$ cat src/rtl/loader_pkg.sv
// Shared types for the boot-time program loader: FSM states and frame layout constants.
package loader_pkg;

  typedef enum logic [2:0] {
    HDR_LO,
    HDR_HI,
    DATA,
    CSUM,
    RUN,
    ERR
  } state_t;

  localparam int HDR_BYTES  = 2;
  localparam int CSUM_BYTES = 1;
  localparam int WORD_BYTES = 4;

  // States in which the loader still wants bytes from upstream.
  function automatic logic is_loading(input state_t s);
    return (s == HDR_LO) || (s == HDR_HI) || (s == DATA) || (s == CSUM);
  endfunction

endpackage

$ cat src/rtl/prog_loader_word_assembler.sv
// Little-endian byte-to-word packer; word and word_done are registered and
// appear the cycle after the 4th byte is taken.
module word_assembler
  import loader_pkg::*;
(
  input  logic        clock,
  input  logic        reset,
  input  logic        in_valid,
  input  logic [7:0]  in_byte,
  output logic [1:0]  byte_idx,
  output logic [31:0] word,
  output logic        word_done
);

  logic [WORD_BYTES-2:0][7:0] lanes;

  // Only the low three lanes are stored; the top byte goes straight into word.
  for (genvar g = 0; g < WORD_BYTES - 1; g++) begin : g_lane
    always_ff @(posedge clock or posedge reset) begin
      if (reset)
        lanes[g] <= '0;
      else if (in_valid && byte_idx == 2'(g))
        lanes[g] <= in_byte;
    end
  end

  always_ff @(posedge clock or posedge reset) begin
    if (reset) begin
      byte_idx  <= '0;
      word      <= '0;
      word_done <= 1'b0;
    end else begin
      word_done <= in_valid && (byte_idx == 2'd3);
      if (in_valid) begin
        byte_idx <= byte_idx + 2'd1;
        if (byte_idx == 2'd3)
          word <= {in_byte, lanes[2], lanes[1], lanes[0]};
      end
    end
  end

endmodule

$ cat src/rtl/prog_loader.sv
// Boot loader: receives a framed, XOR-checked image byte by byte, writes it into
// instruction memory and releases the core only after the checksum matches.
module prog_loader
  import loader_pkg::*;
#(
  parameter int ADDR_W    = 10,
  parameter int MAX_WORDS = 1024
) (
  input  logic              clock,
  input  logic              reset,
  input  logic              rx_valid,
  input  logic [7:0]        rx_data,
  output logic              rx_ready,
  output logic              wr_en,
  output logic [ADDR_W-1:0] wr_addr,
  output logic [31:0]       wr_data,
  output logic              cpu_reset,
  output logic              done,
  output logic              error
);

  state_t          state;
  logic [15:0]     count;
  logic [ADDR_W:0] word_cnt;
  logic [7:0]      csum_acc;
  logic [1:0]      byte_idx;
  logic            accept;
  logic            data_take;
  logic [15:0]     hdr_count;
  logic [15:0]     next_cnt;

  // rx_ready is only ever high in loading states, so it alone qualifies a byte.
  assign accept    = rx_valid && rx_ready;
  assign data_take = accept && (state == DATA);
  assign hdr_count = {rx_data, count[7:0]};
  assign next_cnt  = 16'(word_cnt) + 16'd1;

  word_assembler u_asm (
    .clock    (clock),
    .reset    (reset),
    .in_valid (data_take),
    .in_byte  (rx_data),
    .byte_idx (byte_idx),
    .word     (wr_data),
    .word_done(wr_en)
  );

  always_ff @(posedge clock or posedge reset) begin
    if (reset) begin
      state     <= HDR_LO;
      count     <= '0;
      word_cnt  <= '0;
      csum_acc  <= '0;
      wr_addr   <= '0;
      rx_ready  <= 1'b0;
      cpu_reset <= 1'b1;
      done      <= 1'b0;
      error     <= 1'b0;
    end else begin
      rx_ready <= is_loading(state);
      if (accept) begin
        unique case (state)
          HDR_LO: begin
            count[7:0] <= rx_data;
            state      <= HDR_HI;
          end
          HDR_HI: begin
            count <= hdr_count;
            if (hdr_count > 16'(MAX_WORDS)) begin
              state    <= ERR;
              error    <= 1'b1;
              rx_ready <= 1'b0;
            end else if (hdr_count == 16'd0) begin
              state <= CSUM;
            end else begin
              state <= DATA;
            end
          end
          DATA: begin
            csum_acc <= csum_acc ^ rx_data;
            if (byte_idx == 2'd3) begin
              wr_addr  <= word_cnt[ADDR_W-1:0];
              word_cnt <= word_cnt + 1'b1;
              if (next_cnt == count)
                state <= CSUM;
            end
          end
          CSUM: begin
            rx_ready <= 1'b0;
            if (rx_data == csum_acc) begin
              state     <= RUN;
              done      <= 1'b1;
              cpu_reset <= 1'b0;
            end else begin
              state <= ERR;
              error <= 1'b1;
            end
          end
          default: ;
        endcase
      end
    end
  end

endmodule

$ cat config.mk
export PLATFORM = sky130hd
export DESIGN_NAME = prog_loader
export DESIGN_NICKNAME = d
export VERILOG_FILES = /design/src/rtl/loader_pkg.sv /design/src/rtl/prog_loader_word_assembler.sv /design/src/rtl/prog_loader.sv
export SDC_FILE = /design/constraint.sdc
export NUM_CORES = 1
export LEC_CHECK = 0
export ABC_AREA = 1
export BUFFER_PORTS_ARGS = -buffer_cell sky130_fd_sc_hd__buf_2
export CAP_MARGIN = 20
export CORE_AREA = 3 3 96 98
export DETAILED_ROUTE_END_ITERATION = 10
export DIE_AREA = 0 0 99 101
export PLACE_DENSITY = 0.88
export SYNTH_ARGS = -nofsm -noshare
export SYNTH_HDL_FRONTEND = slang
export SYNTH_SLANG_ARGS = --single-unit
$ cat constraint.sdc
create_clock -name clock -period 4.8 [get_ports clock]
set_clock_uncertainty 0.05 [all_clocks]
set_input_delay 0.72 -clock clock [delete_from_list [all_inputs] [get_ports clock]]
set_output_delay 0.72 -clock clock [all_outputs]
set_load 0.02 [all_outputs]
==> flow_summary.ini, run 1 <==
[worst_setup_path]
crit_top_cell = inv_2
max_stage_delay_ns = 0.68
cp.arrival_ns = 3.13
timing.rr.start = state[2]$_DFFE_PP0P_
crit_fanout = 68
required_ns = 5.02
worstSetupEndpointType = flip-flop
r2r_slack_ns = 1.90
crit_type = reg2reg
crit_path_start_kind = flip-flop
crit_chain = inv_2 > nand2_1 > nor2_2 > inv_2 > nor2_8 > inv_2 > nor2_4 > inv_2 > o21ai_0
cpMaxStageDelayCell = nor2_4
startpoint = state[2]$_DFFE_PP0P_
critPathTopFamily = simple AND/OR/NAND/NOR gates
critPathBufInv = 4

[timing]
setup_viol = 0
tns_ns = 0
fmax_mhz = 344
worstMarginPinSlew_ns = 1.00
fin_crit_sh = 0.605
rsz0062_at_grt = false
layout_setup_ws_ns = 1.90
fin_crit_ns = 2.90
finalMaxSlewViolations = 0
slew_headroom = 0.333
finalHoldViolations = 0
whs_ns = 0.400

[clocking]
cts_hold_buf = 0
root_buffer = clkbuf_8
tritoncts = yes
clock_latency_ns = 0.37
clock_sinks = 111
clockBufferDepth = 2
postCtsSetupRepairBufs = 0
numCtsBuffers = 9
clk_pin_slew_worst_paths_ns = 0.11
htreeDepth = 3
cts_resized = 0

[logic_synthesis]
synthCells = 571
syn-cell-area_sq_um = 4880
synthTopCellsByCount = nand2_1 (214), dfrtp_1 (110), o21ai_0 (71), inv_1 (53), nand3_1 (32)
synth_top_area_cell = dfrtp_1
yosysTopAreaCellShare = 0.564
synthTopCellsByArea = dfrtp_1 (56%), nand2_1 (16%), o21ai_0 (7.3%)
yosysMostFrequentCell = nand2_1
async_reset_ff_frac = 1.00
synth_ff_type = dfrtp_1
synth_seq_cells = 111
synth-edff-count = 0
ys_seq_area_frac = 0.570
synth_fp_nets = 587
yosys_warnings = 0
syn-mean-instance-area_sq_um = 8.54
yosysUniqueCellTypes = 27

[placed_design]
portBuffers = 57
hpwl_mm = 7.15
gp_congestion = 0.861
dp_slack_ns = 1.62

[final_layout]
drive_gt1_frac = 0.143
fillCellCount = 731
final_nets = 640
area_growth_pct = 10.9
diodes = 0

[floorplanning]
fp.coreArea_sq_um = 8550
die_w_um = 99
die_h_um = 101
die_area_sq_um = 10000
start_util = 0.571
io_pins = 58
fp-row-count = 34

[power_and_ir_drop]
power_mw = 1.90
power.leakage_nw = 2.94
p_int_mw = 1.32
switchingPower_uw = 571
peakVddDrop_v = 0.000206
p_seq_frac = 0.570
power.density_nw_per_um2 = 350
p_clk_frac = 0.293
p_sw_frac = 0.301
comb_power_share = 0.137

[detailed_routing]
drt_wl_total_mm = 10.3
vias = 3932
via_per_inst = 5.34
wire_per_inst_um = 13.9
postRouteAntennaNets = 0
drc_errors = 0
drt_iter0_drc = 360
drt_pass1_iterations = 5

[global_routing]
grt_max_degree = 69
antenna_found_initial = 0
grt_use_total = 0.214
grt_pass1_wl_mm = 17.2
globalRouteOverflowTotal = 0
grt_pass1_vias = 3740

[job]
drv_cap = 0

[run_status]
status = completed

[min_path]
worstHoldPathType = in2async
[power by group through the flow]
stage,logic (mW),clock network [mW],registers [mW]
after global routing,0.299,0.602,1.09
after global placement,0.245,0,1.09
after floorplan,0.186,0,1.09
after CTS,0.261,0.557,1.08
after detailed placement,0.257,0,1.10
final,0.259,0.556,1.08
[sequential cells by signal, summed over array words and instances, names as in the netlist]
| signal | count |
|---|---|
| u_asm.word | 32 |
| u_asm.byte_idx | 2 |
| csum_acc | 8 |
| state | 3 |
| error | 1 |
| done | 1 |
| u_asm.word_done | 1 |
| u_asm.lanes | 24 |
| count | 16 |
| wr_addr | 10 |
| rx_ready | 1 |
| word_cnt | 11 |
| cpu_reset | 1 |
[routing by layer]
layer	track usage	share of wire
met5	0	0
met4	0.0672	0.017
met3	0.0464	0.070
met2	0.337	0.47
met1	0.299	0.44
[metrics by stage]
stage / instance area [sq um] / cells / utilization
CTS: 5410 / 737 / 0.633
global route: 5410 / 737 / 0.633
global placement: 5210 / 721 / 0.610
finish: 5410 / 737 / 0.633
detailed placement: 5210 / 721 / 0.610
floorplan: 4880 / 571 / -
[cell families (layout without fill, tap and decap cells)]
family,Yosys count,count (layout),synth area share
DFF,111,111,0.570
xor gates and xnor gates,11,11,0.0197
buffers and inverters,73,131,0.0633
and+or+nand+nor,286,286,0.246
adders and majority gates,5,5,0.0128
AOI/OAI and AO/OA,85,85,0.0885
[path summary, 6_finish.rpt]
path / end / depth (start not counted)
max in group asynchronous: count[15]$_DFFE_PP0P_ / 3
hold / removal: u_asm.word[5]$_DFFE_PP0P_ / 2
min in group clock: cpu_reset$_DFFE_PP1P_ / 2
hold reg to reg: cpu_reset$_DFFE_PP1P_ / 2
setup reg to reg: word_cnt[10]$_DFFE_PP0P_ / 9
setup / recovery: word_cnt[10]$_DFFE_PP0P_ / 9
[placed cells by master, fill, tap and decap left out, drive strengths merged]
cell | Yosys | layout
nand4 | 7 | 7
buf | 7 | 58
o21ai | 82 | 82
a21oi | 1 | 1
clkinv | 0 | 3
ha | 5 | 5
nand2 | 217 | 217
inv | 57 | 60
nor4 | 1 | 1
nor2 | 26 | 26
xor2 | 6 | 6
o21a | 1 | 1
dfstp | 1 | 1
nor3 | 2 | 2
xnor2 | 5 | 5
a31o | 1 | 1
dfrtp | 110 | 110
nand3b | 1 | 1
clkbuf | 9 | 10
nand3 | 32 | 32
[layout make-up]
cell class / instances / area, sq um / area share
tap: 108 / 135 / 0.0250
multi-input combinational: 387 / 1790 / 0.331
clock inverter: 6 / 60.1 / 0.0111
timing repair buffer: 58 / 293 / 0.0541
clock buffer: 10 / 138 / 0.0254
inverter: 57 / 216 / 0.0400
sequential: 111 / 2780 / 0.514
[worst register-to-register path: cells and delay by family, from the launching register on]
| kind | cells | cell delay (ns) |
|---|---|---|
| AND/OR/NAND/NOR | 4 | 1.03 |
| AO/OA/AOI/OAI | 1 | 0.39 |
| buffers and inverters | 4 | 0.92 |
| flip-flops | 1 | 0.43 |
(Power assumes the default switching activity.)
==> run 2: changes to the inputs <==
==> constraint.sdc (replaced) <==
create_clock -name clock -period 2.7 [get_ports clock]
set_clock_uncertainty 0.05 [all_clocks]
set_input_delay 0.405 -clock clock [delete_from_list [all_inputs] [get_ports clock]]
set_output_delay 0.405 -clock clock [all_outputs]
set_load 0.02 [all_outputs]
==> flow_summary.ini, run 2 (same netlist as run 1, synthesis figures left out) <==
[run_status]
status = completed

[floorplanning]
fp-row-count = 34
die_area_sq_um = 10000
io_pins = 58
start_util = 0.571
die_h_um = 101
fp.coreArea_sq_um = 8550
die_w_um = 99

[job]
drv_cap = 0

[worst_setup_path]
timing.rr.start = word_cnt[0]$_DFFE_PP0P_
worstSetupEndpointType = flip-flop
r2r_slack_ns = 0.73
cp_num_cells = 14
cpMaxStageDelayCell = dfrtp_1
max_stage_delay_ns = 0.45
startpoint = word_cnt[0]$_DFFE_PP0P_
crit_path_start_kind = flip-flop
cp.arrival_ns = 2.20
critPathBufInv = 0
critPathCapture = state[1]$_DFFE_PP0P_
crit_chain = ha_1 > nand2_2 > nor2_1 > nand3_1 > nand3_1 > nand2_1 > nor2_1 > nand2_1 > nor2_1 > nand2_1 > nand2_2 > nand2_1 > nand2_1 > nand2_1
crit_fanout = 5
critPathTopFamily = simple AND/OR/NAND/NOR gates
r2r_end = state[1]$_DFFE_PP0P_
required_ns = 2.93
r2r_cells = 14
crit_type = reg2reg
crit_top_cell = nand2_1

[timing]
finalHoldViolations = 0
fmax_mhz = 507
fin_crit_ns = 1.97
tns_ns = 0
rsz0062_at_grt = false
fin_crit_sh = 0.731
finalMaxSlewViolations = 0
setup_viol = 0
layout_setup_ws_ns = 0.727
worstMarginPinSlew_ns = 0.572
slew_headroom = 0.619

[final_layout]
diodes = 0
stdcell_area_sq_um = 5430
final_nets = 642
final_common_cell = nand2_1
reg_top3 = u_asm.word (32), u_asm.lanes (24), count (16)
post-route-util = 0.635
drive_gt1_frac = 0.144
largest_reg_flops = 32
area_growth_pct = 11.4
top_register = u_asm.word
final_cell_mix = nand2_1 (214), dfrtp_1 (110), o21ai_0 (71)

[power_and_ir_drop]
power_mw = 3.32
power.leakage_nw = 2.94
peakVddDrop_v = 0.000338
power.density_nw_per_um2 = 610

[global_routing]
grt_pass1_vias = 3761
globalRouteOverflowTotal = 0
antenna_found_initial = 0
grt_max_degree = 112
grt_pass1_wl_mm = 17.4
grt_use_total = 0.216

[clocking]
clk_pin_slew_worst_paths_ns = 0.11
numCtsBuffers = 9
tritoncts = yes
clock_latency_ns = 0.38
htreeDepth = 3
cts_hold_buf = 0
root_buffer = clkbuf_8
clock_sinks = 111
postCtsSetupRepairBufs = 0
cts_resized = 0
clockBufferDepth = 2

[placed_design]
portBuffers = 57
placed_area_sq_um = 5260
hpwl_mm = 7.25
gp_congestion = 0.888
dp_slack_ns = 0.699

[detailed_routing]
via_per_inst = 5.35
drt_iter0_drc = 317
drt_pass1_iterations = 5
drt_wl_total_mm = 10.4
postRouteAntennaNets = 0
vias = 3950
drc_errors = 0
wire_per_inst_um = 14.1

[min_path]
worstHoldPathType = in2async
[run 2: changes by cell type in the layout (fill, tap and decap cells not counted)]
cell	previous run	this run
inv_4	1	0
clkinvlp_4	0	2
inv_6	3	2
clkinv_8	1	0
clkbuf_8	10	9
buf_12	0	2
inv_8	0	1
[run 2: cell type report]
| cell class | instances | area (sq um) |
|---|---|---|
| Sequential cell | 111 | 2780 |
| Clock buffer | 9 | 124 |
| Timing Repair Buffer | 60 | 333 |
| Tap cell | 108 | 135 |
| Inverter | 57 | 218 |
| Fill cell | 694 | 3120 |
| Multi-Input combinational cell | 387 | 1790 |
| Clock inverter | 6 | 53.8 |
[run 2: how the worst min path moves through the flow]
stage / startpoint / end / slack (ns) / depth (start not counted)
2_1_floorplan: u_asm.lanes[0]$_DFFE_PP0P_ / u_asm.word[0]$_DFFE_PP0P_ / 0.40 / 2
3_3_place_gp: cpu_reset$_DFFE_PP1P_ / cpu_reset$_DFFE_PP1P_ / 0.39 / 2
3_5_place_dp: cpu_reset$_DFFE_PP1P_ / cpu_reset$_DFFE_PP1P_ / 0.39 / 2
4_1_cts: reset / u_asm.word[28]$_DFFE_PP0P_ / 0.17 / 3
5_1_grt: reset / u_asm.lanes[5]$_DFFE_PP0P_ / 0.19 / 3
6_report: reset / u_asm.lanes[5]$_DFFE_PP0P_ / 0.12 / 3
[run 2: worst register-to-register path, stage by stage (launching register included)]
cell	delay, ns
dfrtp_1	0.45
ha_1	0.24
nand2_2	0.11
nor2_1	0.16
nand3_1	0.14
nand3_1	0.11
nand2_1	0.05
nor2_1	0.13
nand2_1	0.07
nor2_1	0.08
nand2_1	0.07
nand2_2	0.07
nand2_1	0.05
nand2_1	0.06
nand2_1	0.04
[run 2: per-layer routing]
metal | wire length (um) | vias to the layer above | track usage
met4 | 179 | 0 | 0.0704
met2 | 5070 | 131 | 0.348
li1 | - | 1906 | -
met3 | 636 | 18 | 0.0408
met1 | 4520 | 1895 | 0.299
met5 | 0 | - | 0
[run 2: through the flow]
stage                     cells  hold slack, ns
final                       738           0.121
after global routing        738           0.186
after CTS                   738           0.170
after detailed placement    723           0.395
after global placement      723           0.389
after floorplan             571           0.399
[run 2: report_power, final]
| part | total, mW | internal, mW | switching (mW) |
|---|---|---|---|
| sequential | 1.92 | 1.81 | 0.108 |
| combinational | 0.464 | 0.163 | 0.301 |
| clock | 0.933 | 0.347 | 0.586 |
==> run 3: changes to the inputs <==
==> constraint.sdc (replaced) <==
create_clock -name clock -period 2.1 [get_ports clock]
set_clock_uncertainty 0.05 [all_clocks]
set_input_delay 0.315 -clock clock [delete_from_list [all_inputs] [get_ports clock]]
set_output_delay 0.315 -clock clock [all_outputs]
set_load 0.02 [all_outputs]
==> flow_summary.ini, run 3 (same netlist as run 1, synthesis figures left out) <==
[final_layout]
stdcell_area_sq_um = 5540
final-instance-count-excl-fill = 746
diodes = 0
top_register = u_asm.word
final_common_cell = nand2_1
final_cell_mix = nand2_1 (214), dfrtp_1 (110), o21ai_0 (71)
reg_top3 = u_asm.word (32), u_asm.lanes (24), count (16)
drive_gt1_frac = 0.152
largest_reg_flops = 32
area_growth_pct = 13.6
final_nets = 649

[floorplanning]
start_util = 0.571
die_h_um = 101
die_area_sq_um = 10000
fp.coreArea_sq_um = 8550
fp-row-count = 34
die_w_um = 99
io_pins = 58

[placed_design]
placed_cells = 728
portBuffers = 57
dp_slack_ns = 0.167
gp_congestion = 0.848
placed_area_sq_um = 5330
hpwl_mm = 7.54

[timing]
layout_setup_ws_ns = 0.183
fmax_mhz = 522
rsz0062_at_grt = true
finalMaxSlewViolations = 0
worstMarginPinSlew_ns = 0.720
tns_ns = 0
setup_viol = 0
slew_headroom = 0.519
finalHoldViolations = 0
fin_crit_ns = 1.92
fin_crit_sh = 0.913

[power_and_ir_drop]
peakVddDrop_v = 0.000457
power.density_nw_per_um2 = 783
power_mw = 4.34
power.leakage_nw = 3.00

[global_routing]
grt_pass1_vias = 3852
grt_use_total = 0.221
grt_pass1_wl_mm = 17.8
globalRouteOverflowTotal = 0
grt_max_degree = 39
antenna_found_initial = 0

[clocking]
clock_latency_ns = 0.38
htreeDepth = 3
clockBufferDepth = 2
tritoncts = yes
root_buffer = clkbuf_8
clk_pin_slew_worst_paths_ns = 0.10
numCtsBuffers = 9
clock_sinks = 111

[job]
drv_cap = 0

[detailed_routing]
via_per_inst = 5.36
drt_iter0_drc = 268
postRouteAntennaNets = 0
vias = 4002
drt_wl_total_mm = 10.6
drt_pass1_iterations = 5
wire_per_inst_um = 14.2
drc_errors = 0

[run_status]
status = completed

[worst_setup_path]
crit_type = reg2reg
max_stage_delay_ns = 0.44
worstSetupEndpointType = flip-flop
crit_path_start_kind = flip-flop
crit_fanout = 36
crit_top_cell = inv_2
r2r_slack_ns = 0.18
required_ns = 2.34
crit_chain = inv_2 > nand2_1 > nor2_2 > inv_2 > nor2_8 > inv_2 > nor2_4 > inv_2 > buf_12 > o21ai_0
cpMaxStageDelayCell = dfrtp_1
cp.arrival_ns = 2.15

[min_path]
worstHoldPathType = in2reg
run 3: cell types whose count changed in the layout (fill, tap and decap cells not counted), sizes merged:
cell / previous run / this run
clkinvlp: 2 / 1
dlygate4sd3: 0 / 1
inv: 59 / 60
buf: 60 / 66
clkbuf: 9 / 10
run 3: final timing paths:
kind / startpoint / to / depth (start not counted)
setup / recovery: state[2]$_DFFE_PP0P_ / word_cnt[10]$_DFFE_PP0P_ / 10
hold / removal: rx_data[1] / count[9]$_DFFE_PP0P_ / 3
setup reg to reg: state[2]$_DFFE_PP0P_ / word_cnt[10]$_DFFE_PP0P_ / 10
hold reg to reg: cpu_reset$_DFFE_PP1P_ / cpu_reset$_DFFE_PP1P_ / 2
max in group asynchronous: reset / u_asm.byte_idx[0]$_DFFE_PP0P_ / 4
min in group asynchronous: reset / u_asm.word[6]$_DFFE_PP0P_ / 3
run 3: metrics by stage:
stage	utilization	hold WS, ns
2_1_floorplan	-	0.386
3_3_place_gp	0.623	0.390
3_5_place_dp	0.623	0.403
4_1_cts	0.647	0.146
5_1_grt	0.648	0.184
6_report	0.648	0.160
run 3: power breakdown:
group          switching, mW  internal [mW]
combinational          0.400          0.223
clock                  0.775          0.466
sequential             0.148           2.33
run 3: what timing repair did:
action                                  4_1_cts  5_1_grt
gates resized for setup                       0        1
endpoints found under the setup margin        0        3
setup buffers                                 0        1
hold buffers                                  1        0
hold endpoints to repair                      1        0
run 3: layer usage:
layer	vias to the layer above	wire (um)	global-route usage	part of all wire
li1	1931	-	-	-
met1	1900	4640	0.309	0.44
met2	144	5080	0.354	0.48
met3	27	610	0.0339	0.058
met4	0	255	0.0819	0.024
met5	-	0	0	0
run 3: final cells by class:
cell class,instances,area [sq um]
Fill cell,687,3010
Clock inverter,6,62.6
Timing Repair Buffer,67,425
Multi-Input combinational cell,387,1800
Sequential cell,111,2780
Tap cell,108,135
Inverter,57,218
Clock buffer,10,128
run 3: critical path, delay by kind of cell, from the launching register on:
family	cells	cell delay (ns)
simple gates	4	0.45
flops	1	0.44
buf+inv	5	0.67
compound gates	1	0.20
